### src/rtl/deserializer_with_counter_pkg.sv
// Shared types for the serial-to-parallel receiver: the two-state FSM encoding.
package deserializer_with_counter_pkg;

  typedef enum logic {
    ST_IDLE  = 1'b0,
    ST_SHIFT = 1'b1
  } state_t;

endpackage

### src/rtl/deserializer_with_counter.sv
// SPI MISO deserializer: after a start pulse, shifts in DATA_LENGTH bits MSB first and
// emits each WORD_SIZE-bit word (last partial word right-aligned) with a one-cycle RCO.
module deserializer_with_counter
  import deserializer_with_counter_pkg::*;
#(
  parameter int DATA_LENGTH = 4096,
  parameter int WORD_SIZE   = 8
) (
  input  logic                 clock,
  input  logic                 reset,
  output logic [WORD_SIZE-1:0] data_out,
  output logic                 busy,
  output logic                 RCO,
  input  logic                 start,
  input  logic                 data_in
);

  localparam int BIT_W  = $clog2(DATA_LENGTH + 1);
  localparam int WORD_W = $clog2(WORD_SIZE + 1);
  localparam logic [BIT_W-1:0]  LAST_BIT  = BIT_W'(DATA_LENGTH - 1);
  localparam logic [WORD_W-1:0] LAST_WBIT = WORD_W'(WORD_SIZE - 1);

  state_t                 state, state_n;
  logic [BIT_W-1:0]       bit_cnt, bit_cnt_n;
  logic [WORD_W-1:0]      word_cnt, word_cnt_n;
  logic [WORD_SIZE-1:0]   shift_reg, shift_reg_n;
  logic [WORD_SIZE-1:0]   data_out_n;
  logic                   rco_n;
  logic [WORD_SIZE-1:0]   shifted;

  // Shift-left form stays legal when WORD_SIZE == 1.
  assign shifted = (shift_reg << 1) | WORD_SIZE'(data_in);
  assign busy    = (state == ST_SHIFT);

  always_ff @(posedge clock) begin
    if (!reset) begin
      state     <= ST_IDLE;
      bit_cnt   <= '0;
      word_cnt  <= '0;
      shift_reg <= '0;
      data_out  <= '0;
      RCO       <= 1'b0;
    end else begin
      state     <= state_n;
      bit_cnt   <= bit_cnt_n;
      word_cnt  <= word_cnt_n;
      shift_reg <= shift_reg_n;
      data_out  <= data_out_n;
      RCO       <= rco_n;
    end
  end

  always_comb begin
    state_n     = state;
    bit_cnt_n   = bit_cnt;
    word_cnt_n  = word_cnt;
    shift_reg_n = shift_reg;
    data_out_n  = data_out;
    rco_n       = 1'b0;
    unique case (state)
      ST_IDLE: begin
        if (start) begin
          state_n     = ST_SHIFT;
          bit_cnt_n   = '0;
          word_cnt_n  = '0;
          shift_reg_n = '0;
        end
      end
      ST_SHIFT: begin
        shift_reg_n = shifted;
        bit_cnt_n   = bit_cnt + BIT_W'(1);
        word_cnt_n  = word_cnt + WORD_W'(1);
        // Clearing the shifter at each word boundary leaves a short final word
        // right-aligned with zero upper bits, so it can be presented as-is.
        if (word_cnt == LAST_WBIT || bit_cnt == LAST_BIT) begin
          data_out_n  = shifted;
          rco_n       = 1'b1;
          word_cnt_n  = '0;
          shift_reg_n = '0;
        end
        if (bit_cnt == LAST_BIT) begin
          state_n = ST_IDLE;
        end
      end
      default: state_n = ST_IDLE;
    endcase
  end

endmodule

### config.mk
export PLATFORM = sky130hd
export DESIGN_NAME = deserializer_with_counter
export DESIGN_NICKNAME = d
export VERILOG_FILES = /design/src/rtl/deserializer_with_counter_pkg.sv /design/src/rtl/deserializer_with_counter.sv
export SDC_FILE = /design/constraint.sdc
export NUM_CORES = 1
export LEC_CHECK = 0
export ABC_AREA = 1
export CAP_MARGIN = 15
export CORE_ASPECT_RATIO = 0.75
export CORE_MARGIN = 1
export CORE_UTILIZATION = 60
export CTS_CLUSTER_SIZE = 12
export DETAILED_ROUTE_END_ITERATION = 12
export PLACE_DENSITY = 0.85
export SLEW_MARGIN = 20
export SYNTH_ARGS = -nofsm -noshare
export SYNTH_HDL_FRONTEND = slang
export SYNTH_SLANG_ARGS = --single-unit
### constraint.sdc
create_clock -name clock -period 3.8 [get_ports clock]
set_input_delay 0.76 -clock clock [delete_from_list [all_inputs] [get_ports clock]]
set_output_delay 0.76 -clock clock [all_outputs]
set_load 0.01 [all_outputs]
---- Yosys cells after proc, flatten, opt, wreduce, memory -nomap -nowiden ----
Index checks and enable logic that the tools add are counted.
word-level totals
  bits in registers ....................... 34
  input port bits ......................... 4
  logic and storage cells ................. 28
operators by class
  add/subtract/negate cells ............... 2
  equality and inequality tests ........... 3
  mux-type cells .......................... 12
  bitwise gates (word level) .............. 2
  reductions and logical operators ........ 3
operators with widths
  operator                                                            count
  13-bit one-hot mux with 2 select lines                              1
  7-bit two-way mux                                                   2
  7-bit one-hot mux with 2 select lines                               1
  13-bit by 1-bit adder with 13-bit output (second input constant)    1
  13-bit by 12-bit == test with 1-bit output (second input constant)  1
  13-bit two-way mux                                                  1
  4-bit two-way mux                                                   2
  8-bit by 1-bit OR with 8-bit output                                 1
  4-bit one-hot mux with 2 select lines                               1
  4-bit by 1-bit adder with 4-bit output (second input constant)      1
  4-bit by 3-bit == test with 1-bit output (second input constant)    1
  2-bit AND reduction                                                 2
  1-bit two-way mux                                                   3
  2-bit != test (second input constant)                               1
  1-bit one-hot mux with 2 select lines                               1
  1-bit logical OR                                                    1
  1-bit NOT                                                           1

---- Longest topological paths before layout ----
Gate-level depths: netlist of the first run.
  depth in word-level cells ............... 4
  mapped depth ............................ 10
  depth with buffers taken out ............ 9

---- Worst setup path before layout of the first run ----
Ideal clock, no wire load.
  path type ............................... in2reg
  start point ............................. in reset
  end point ............................... reg bit_cnt[11]
  arrival time ............................ 1.360 ns
  required time ........................... 3.744 ns
  path slack .............................. 2.384 ns
  cell stages on the path ................. 5
  buffers on the path ..................... 0
  cell sequence ........................... clkinv_1 > or2_2 > nand4_1 > nand2_1 > inv_1
RTL lines
  item                  line                             source
  from (decl)           deserializer_with_counter.sv:10  input logic reset,
  to (signal assigned)  deserializer_with_counter.sv:45  bit_cnt <= bit_cnt_n;
  to (decl)             deserializer_with_counter.sv:24  logic [BIT_W-1:0] bit_cnt, bit_cnt_n;

==> results of run 1 <==
-- cell type report --
type,count,area share
clock buffer,5,0.0222
timing repair buffer,15,0.0859
sequential,34,0.403
clock inverter,2,0.00592
inverter,17,0.0392
multi-input combinational,141,0.419
tap,34,0.0252
-- logic make-up (layout without fill, tap and decap cells) --
group	after synthesis	count (layout)	share of synthesized area
AO/OA/AOI/OAI	31	31	0.104
flip-flops	34	34	0.451
buffers and inverters	27	39	0.0804
AND/OR/NAND/NOR	108	108	0.348
adder cells (fa/ha/maj)	2	2	0.0166
-- per-stage QoR --
step	hold slack, ps	setup slack, ps
after floorplan	435	2380
after global placement	442	1310
after detailed placement	451	1180
after CTS	467	1520
after global routing	491	1390
final	465	1530
-- power by group --
part	switching (mW)	internal, mW	total [mW]	leakage, nW
Clock	0.113	0.0664	0.180	0.0308
Sequential	0.00348	0.360	0.364	0.275
Combinational	0.0261	0.0122	0.0383	0.334
-- critical path: stages --
cell             delay (ps)
clkdlybuf4s50_1         450
buf_4                   230
clkinv_1                450
nor2_1                  380
nand2_1                  80
a21oi_1                 170
-- final timing paths --
check / from / endpoint
worst min-delay path: bit_cnt[5] / bit_cnt[5]
worst min register to register: bit_cnt[5] / bit_cnt[5]
worst max-delay path: reset / bit_cnt[7]
worst max register to register: busy / word_cnt[0]
-- metal layers --
| metal | share of wire | wire length (µm) | GRT usage |
|---|---|---|---|
| met5 | 0 | 0 | 0 |
| met3 | 0.057 | 170 | 0.0767 |
| met2 | 0.42 | 1270 | 0.371 |
| met1 | 0.51 | 1510 | 0.361 |
| met4 | 0.012 | 37 | 0.102 |
-- cells in the final DEF, fill, tap and decap left out, types with 5 or more instances in the layout --
| cell type | n |
|---|---|
| nand4_1 | 16 |
| nor2_1 | 14 |
| inv_1 | 13 |
| dfxtp_1 | 34 |
| clkdlybuf4s50_1 | 13 |
| nand2_1 | 44 |
| nand3_1 | 19 |
| nand2_2 | 5 |
| a21oi_1 | 24 |
| clkbuf_4 | 5 |
| o21ai_0 | 5 |
==> flow_metrics.tcl, run 1 <==
set metrics [dict create \
    gp_congestion 0.848 \
    critical_path_arrival_ps 2530 \
    largest_reg_flops 13 \
    ys.flop_type "dfxtp_1" \
    grt.overflow.total 0 \
    finalCritPeriodShare 0.599 \
    dr.pass1.iters 4 \
    clock_sinks 34 \
    tns_ps 0 \
    drive_gt1_frac 0.107 \
    cts_root_buffer "clkbuf_4" \
    stdcell_count 248 \
    nFillCells 209 \
    dp_hpwl_um 2080 \
    synth_top_cell_by_area "dfxtp_1" \
    startpoint_type "input pin" \
    reg2reg_slack_ps 2020 \
    postSynthAreaPerCell_um2 7.48 \
    synth.most_common_cell "nand2_1" \
    clockBufferDepth 2 \
    detail-route-antenna-nets 0 \
    tritoncts "done" \
    grt_pass1_wl_um 5020 \
    power.density_nw_per_um2 344 \
    fin_util 0.721 \
    synth_common_cells "nand2_1, dfxtp_1, a21oi_1" \
    final_hold_viol_count 0 \
    layout.nets 220 \
    hold_buffers 0 \
    register_area_um2 681 \
    seq_area_frac_synth 0.451 \
    crit_type "input pin to register" \
    dieHeight_um 45.5 \
    drt_iter0_drc 124 \
    synth_edf_count 0 \
    insertion_delay_ps 330 \
    start_util 0.644 \
    relSlewSlack 0.391 \
    dp_cells 241 \
    area_delta_synth_final_pct 11.9 \
    cts_resized 0 \
    hold_depth 2 \
    synth_top_area_share 0.451 \
    clock_skew_ps 6.44 \
    required_ps 4060 \
    cts_buffers 5 \
    syn_nets 208 \
    die_x_um 59.9 \
    cts_setup_buffers 0 \
    drcViolationCount 0 \
    dpl_cell_area_um2 1640 \
    status "complete, no violations" \
    p_leak_nw 0.640 \
    port_buffers 13 \
    synth_seq_cells 34 \
    max_freq_mhz 440 \
    ys_async_sr_fraction 0 \
    antenna_found_initial 0 \
    synthesis.area_um2 1510 \
    grt_pass1_vias 1110 \
    fin_area_um2 1690 \
    yosys-top-cells-area "dfxtp_1, nand2_1, a21oi_1" \
    rows 15 \
    num_vias 1358 \
    yosys_warnings 0 \
    num_antenna_cells 0 \
    io_pins 14 \
    power_uw 582 \
    grt_max_degree 28 \
    rsz0062_at_grt "false" \
    rr_worst_depth 4 \
    vdd_drop_max_v 0.000229 \
    h-tree-depth 2 \
    worstMarginPinSlew_ps 910 \
    period_needed_ps 2270 \
    die-area_um2 2720 \
    track_usage 0.257 \
    postSynthCellCount 202 \
    crit_path_max_fanout 22 \
    viasPerCell 5.48 \
    clkTransAtPathRegs_ps 100 \
    wl_um 2980 \
    end_kind "register" \
    multi_input_area_um2 708 \
    core_um2 2350 \
    yosysUniqueCellTypes 29 \
    finalSetupViolCount 0 \
    drv_slew 0 \
    wire_per_inst_um 12.0 \
    max-cap-violations 0 \
    min_path_type "register to register" \
]
Power figures use the tool's default switching activity.
==> inputs of run 2 (changes only) <==
Settings changed: CORE_UTILIZATION 60 to 55, PLACE_DENSITY 0.85 to 0.79.
Clock period 3.8 ns to 2.1 ns, I/O delays scaled along.
==> flow_metrics.tcl, run 2 (synthesis results as in run 1) <==
set metrics [dict create \
    hold_end "shift_reg[6]" \
    cts_resized 0 \
    rr_worst_depth 8 \
    power_mw 1.22 \
    dieHeight_um 47.4 \
    clockBufferDepth 2 \
    finalCritPeriodShare 0.873 \
    grt_max_degree 24 \
    final_hold_viol_count 0 \
    dr.pass1.iters 4 \
    crit_slowest_cell "clkdlybuf4s50_1" \
    r2r-start "bit_cnt[0]" \
    detail-route-antenna-nets 0 \
    clock_sinks 34 \
    slowest_delay_ps 600 \
    crit_family "buffers and inverters" \
    vdd_drop_max_v 0.000516 \
    hold_depth 2 \
    insertion_delay_ps 330 \
    crit_type "register to output port" \
    grt.overflow.total 0 \
    p_leak_nw 0.667 \
    h-tree-depth 2 \
    status "complete, no violations" \
    rows 16 \
    required_ps 1680 \
    startpoint_type "register" \
    dp_hpwl_um 2100 \
    worst_hold_slack_ps 472 \
    wire_per_inst_um 11.7 \
    final_cell_mix "nand2_1, dfxtp_1, a21oi_1, nand3_1, nand4_1" \
    drt_iter0_drc 125 \
    start_util 0.580 \
    rsz0062_at_grt "false" \
    area_delta_synth_final_pct 15.8 \
    track_usage 0.228 \
    largest_reg_flops 13 \
    dpl_worst_slack_ps 399 \
    grt_pass1_vias 1046 \
    wl_um 2960 \
    num_antenna_cells 0 \
    path_buf_inv 1 \
    min_path_type "register to register" \
    clkTransAtPathRegs_ps 100 \
    cts_buffers 5 \
    critical_path_arrival_ps 1410 \
    reg2reg_slack_ps 430 \
    rr_endpoint "data_out[2]" \
    hold_buffers 0 \
    io_pins 14 \
    drv_slew 0 \
    period_needed_ps 1830 \
    finalSetupViolCount 0 \
    dpl_cell_area_um2 1670 \
    max_freq_mhz 546 \
    clock_skew_ps 11.7 \
    worstMarginPinSlew_ps 313 \
    fin_area_um2 1750 \
    port_buffers 13 \
    die_x_um 62.5 \
    cts_setup_buffers 0 \
    layout.nets 223 \
    cts_root_buffer "clkbuf_4" \
    setup_ws_ps 267 \
    antenna_found_initial 0 \
    power.density_nw_per_um2 695 \
    final_common_cell "nand2_1" \
    relSlewSlack 0.789 \
    die-area_um2 2960 \
    stdcell_count 253 \
    dp_cells 246 \
    gp_congestion 0.790 \
    max-cap-violations 0 \
    path_cells "clkdlybuf4s50_1" \
    end_kind "output port" \
    fin_util 0.672 \
    tns_ps 0 \
    drcViolationCount 0 \
    num_vias 1359 \
    drive_gt1_frac 0.120 \
    hold_path_startpoint "shift_reg[6]" \
    grt_pass1_wl_um 4910 \
    viasPerCell 5.37 \
    crit_path_max_fanout 6 \
    tritoncts "done" \
    core_um2 2600 \
]
## run 2: worst max path at each step
stage                           from     endpoint  slack [ps]  cells after the start
final                           busy         busy         270                      1
after global routing            busy         busy         180                      1
after CTS                       busy         busy         250                      1
after detailed placement       start   bit_cnt[5]         400                      6
after global placement         start   bit_cnt[5]         430                      6
after floorplan           bit_cnt[0]  data_out[6]         800                      9
## run 2: worst min-delay path: cells and delay by family (launching register included)
family / cells / cell delay [ps]
and+or+nand+nor: 1 / 60
AOI/OAI and AO/OA: 1 / 50
DFF: 1 / 330
## run 2: final cells by class
cell class / instances / area [µm²]
clock buffer: 6 / 51.3
multi-input combinational: 141 / 708
inverter: 17 / 66.3
fill: 218 / 853
clock inverter: 1 / 30.0
tap: 36 / 45.0
timing repair buffer: 18 / 168
sequential: 34 / 681
## run 2: report_power, final
group,switching [mW],internal (mW)
combinational,0.0444,0.0249
sequential,0.00875,0.652
clock,0.208,0.277
total,0.262,0.954
## run 2: routing by layer
layer | up-vias | track usage | part of all wire
met5 | - | 0 | 0
met4 | 0 | 0.0884 | 0.0078
met2 | 37 | 0.333 | 0.43
met1 | 611 | 0.308 | 0.51
met3 | 2 | 0.0874 | 0.054
li1 | 709 | - | -
==> RTL edit: new RTL, config.mk and constraints of run 1 <==
`shift_reg` and `data_out` no longer have a reset.
--- a/src/rtl/deserializer_with_counter.sv
+++ b/src/rtl/deserializer_with_counter.sv
@@ -37,17 +37,18 @@
       state     <= ST_IDLE;
       bit_cnt   <= '0;
       word_cnt  <= '0;
-      shift_reg <= '0;
-      data_out  <= '0;
       RCO       <= 1'b0;
     end else begin
       state     <= state_n;
       bit_cnt   <= bit_cnt_n;
       word_cnt  <= word_cnt_n;
-      shift_reg <= shift_reg_n;
-      data_out  <= data_out_n;
       RCO       <= rco_n;
     end
+  end
+
+  always_ff @(posedge clock) begin
+    shift_reg <= shift_reg_n;
+    data_out  <= data_out_n;
   end
 
   always_comb begin
Formal check against the unedited RTL: differs if reset is asserted again (counterexample within 10 cycles, from zero or initial values and one cycle with reset low); with reset held inactive, the same outputs for 10 cycles.
==> RTL edit against run 1 <==
  * Final cell count down 13%
  * Combinational power down 16%
  * Power up 8.8%
  * Area after synthesis down 0.66%
  * Clock skew up 0.0082 ns
  * Via count down 15%
  * Sequential share of layout area up 8.4 points
  * Synthesized cell count down 19%
  * Sequential cell count unchanged
  * Wire length down 10%
  * Cell area up 0.89%
  * Critical path type is now register to output port
  * Global-route usage down 2.5 points
  * Setup slack worse by 0.18 ns
==> RTL edit: results (changes against run 1) <==
Status
  – Status: finished clean (unchanged)

Logic synthesis
  – Multiplexer area fraction after synthesis: 0 (unchanged)
  – Sequential fraction of the synthesis area: 0.554 (was 0.451)
  – Main synth FF type: dfxtp_1 (unchanged)
  – Syn nets: 169 (was 208)
  – Compound-Gate Fraction of Synth Area: 0.0792 (was 0.104)
  – Post-synthesis xor/xnor area fraction: 0.00584 (was 0)
  – Post-synth EDFFs: 15 (was 0)
  – Synth area leaders: edfxtp_1, dfxtp_1, nand2_1 (was dfxtp_1, nand2_1, a21oi_1)
  – Synth Area in Adders: 0.0167 (was 0.0166)
  – Async SR Flop Fraction: 0 (unchanged)
  – Most frequent cells after synthesis: nand2_1, inv_1, dfxtp_1 (was nand2_1, dfxtp_1, a21oi_1)
  – Syn. warnings: 0 (unchanged)
  – Synth unique cells: 30 (was 29)

Route
  – DR vias: 1,158 (was 1,358)
  – Initial DRT Pass Iterations: 4 (unchanged)
  – Initial DRC count: 54 (was 124)
  – Wire per inst: 12.5 um (was 12.0 um)

Critical path
  – CP Max Fanout: 13 (was 22)
  – Crit path max-delay family: flip-flops (was buffers and inverters)
  – Slowest stage delay, CP: 0.72 ns (was 0.45 ns)
  – Critical-path top delay cell: dfxtp_1 (was clkdlybuf4s50_1)

Place
  – GP Congestion: 0.942 (was 0.848)
  – Port buffer count: 13 (unchanged)
  – Dpl cell area: 1650 um^2 (was 1640 um^2)
  – Hpwl dp: 2.04 mm (was 2.08 mm)

Global routing
  – Largest net degree at the start of global routing: 14 (was 28)
  – Tot GR Track Use: 0.232 (was 0.257)
  – First-pass GRT wire length: 4.36 mm (was 5.02 mm)
  – Vias in the first global route: 1,059 (was 1,110)
  – Antenna violations before repair: 0 (unchanged)

STA
  – Slew Viols, Final: 0 (unchanged)
  – Clk_skew: 0.0147 ns (was 0.00644 ns)
  – Least-Margin Pin Slew: 0.649 ns (was 0.910 ns)

Worst hold path
  – Hold crit path type: register to register (unchanged)

CTS
  – Clock latency on the worst-skew pair: 0.33 ns (about the same)
  – CTS max path bufs: 2 (unchanged)
  – CTS Buf Count: 5 (unchanged)
  – CTS root buffer: clkbuf_4 (unchanged)
  – # Post-CTS Setup Buffers: 0 (unchanged)
  – Clock slew at reported path FFs: 0.11 ns
  – Number of H-tree levels: 2 (unchanged)
  – Cts repair resizes: 0 (unchanged)

Flow run
  – Max_cap viols: 0 (unchanged)

Cells and area
  – Largest register FFs: 13 (unchanged)
  – Final #Nets: 186 (was 220)
  – N_diodes: 0 (unchanged)
  – Layout cell share with drive strength beyond 1: 0.110 (was 0.107)

Power
  – Leakage power: 0.660 nW (was 0.640 nW)
  – VDD IR max: 0.218 mV (was 0.229 mV)
-- RTL edit: cell types whose count changed after synthesis, sizes merged, moves of 5 or more --
cell,before,now
dfxtp,34,19
edfxtp,0,15
a21oi,24,10
nand2,49,37
nand4,16,5
nand3,20,12
buf,8,3
inv,16,21
-- RTL edit: final cells by class --
| class | instances | area, um^2 |
|---|---|---|
| clock buffers | 6 | 51.3 |
| clock inverters | 2 | 7.51 |
| fillers | 185 | 622 |
| inverters | 22 | 83.8 |
| multi-input cells | 104 | 559 |
| flip-flops and latches | 34 | 831 |
| well taps | 34 | 42.5 |
| repair buffers | 13 | 130 |
-- RTL edit: routing by layer --
layer  GRT usage  wire (um)
met5           0          0
met2       0.356       1210
met4       0.121         42
met1       0.303       1270
met3      0.0659        153
-- RTL edit: worst paths after layout --
kind / startpoint / endpoint / slack (ns) / cells past startpoint
max: busy / busy / 1.34 / 1
min: shift_reg[6] / data_out[7] / 0.43 / 0
max reg2reg: bit_cnt[1] / data_out[6] / 1.85 / 5
min reg2reg: shift_reg[6] / data_out[7] / 0.43 / 0
-- RTL edit: cell families (layout without fill, tap and decap cells) --
family | count (synthesis) | in the layout
buf+inv | 25 | 43
xor+xnor | 1 | 1
compound gates | 20 | 20
fa+ha+maj | 2 | 2
flops | 34 | 34
simple gates | 81 | 81
-- RTL edit: per-stage QoR --
step	power, mW	instances	setup WS [ns]
2_1_floorplan	0.429	163	2.13
3_3_place_gp	0.439	207	1.75
3_5_place_dp	0.441	207	1.69
4_1_cts	0.635	215	1.34
5_1_grt	0.648	215	1.31
6_report	0.633	215	1.34
-- RTL edit: power breakdown --
group          leakage, nW  total [mW]  internal, mW  switching [mW]
registers            0.302       0.401         0.392         0.00910
clock network       0.0333       0.200        0.0861           0.114
logic                0.325      0.0321        0.0116          0.0205
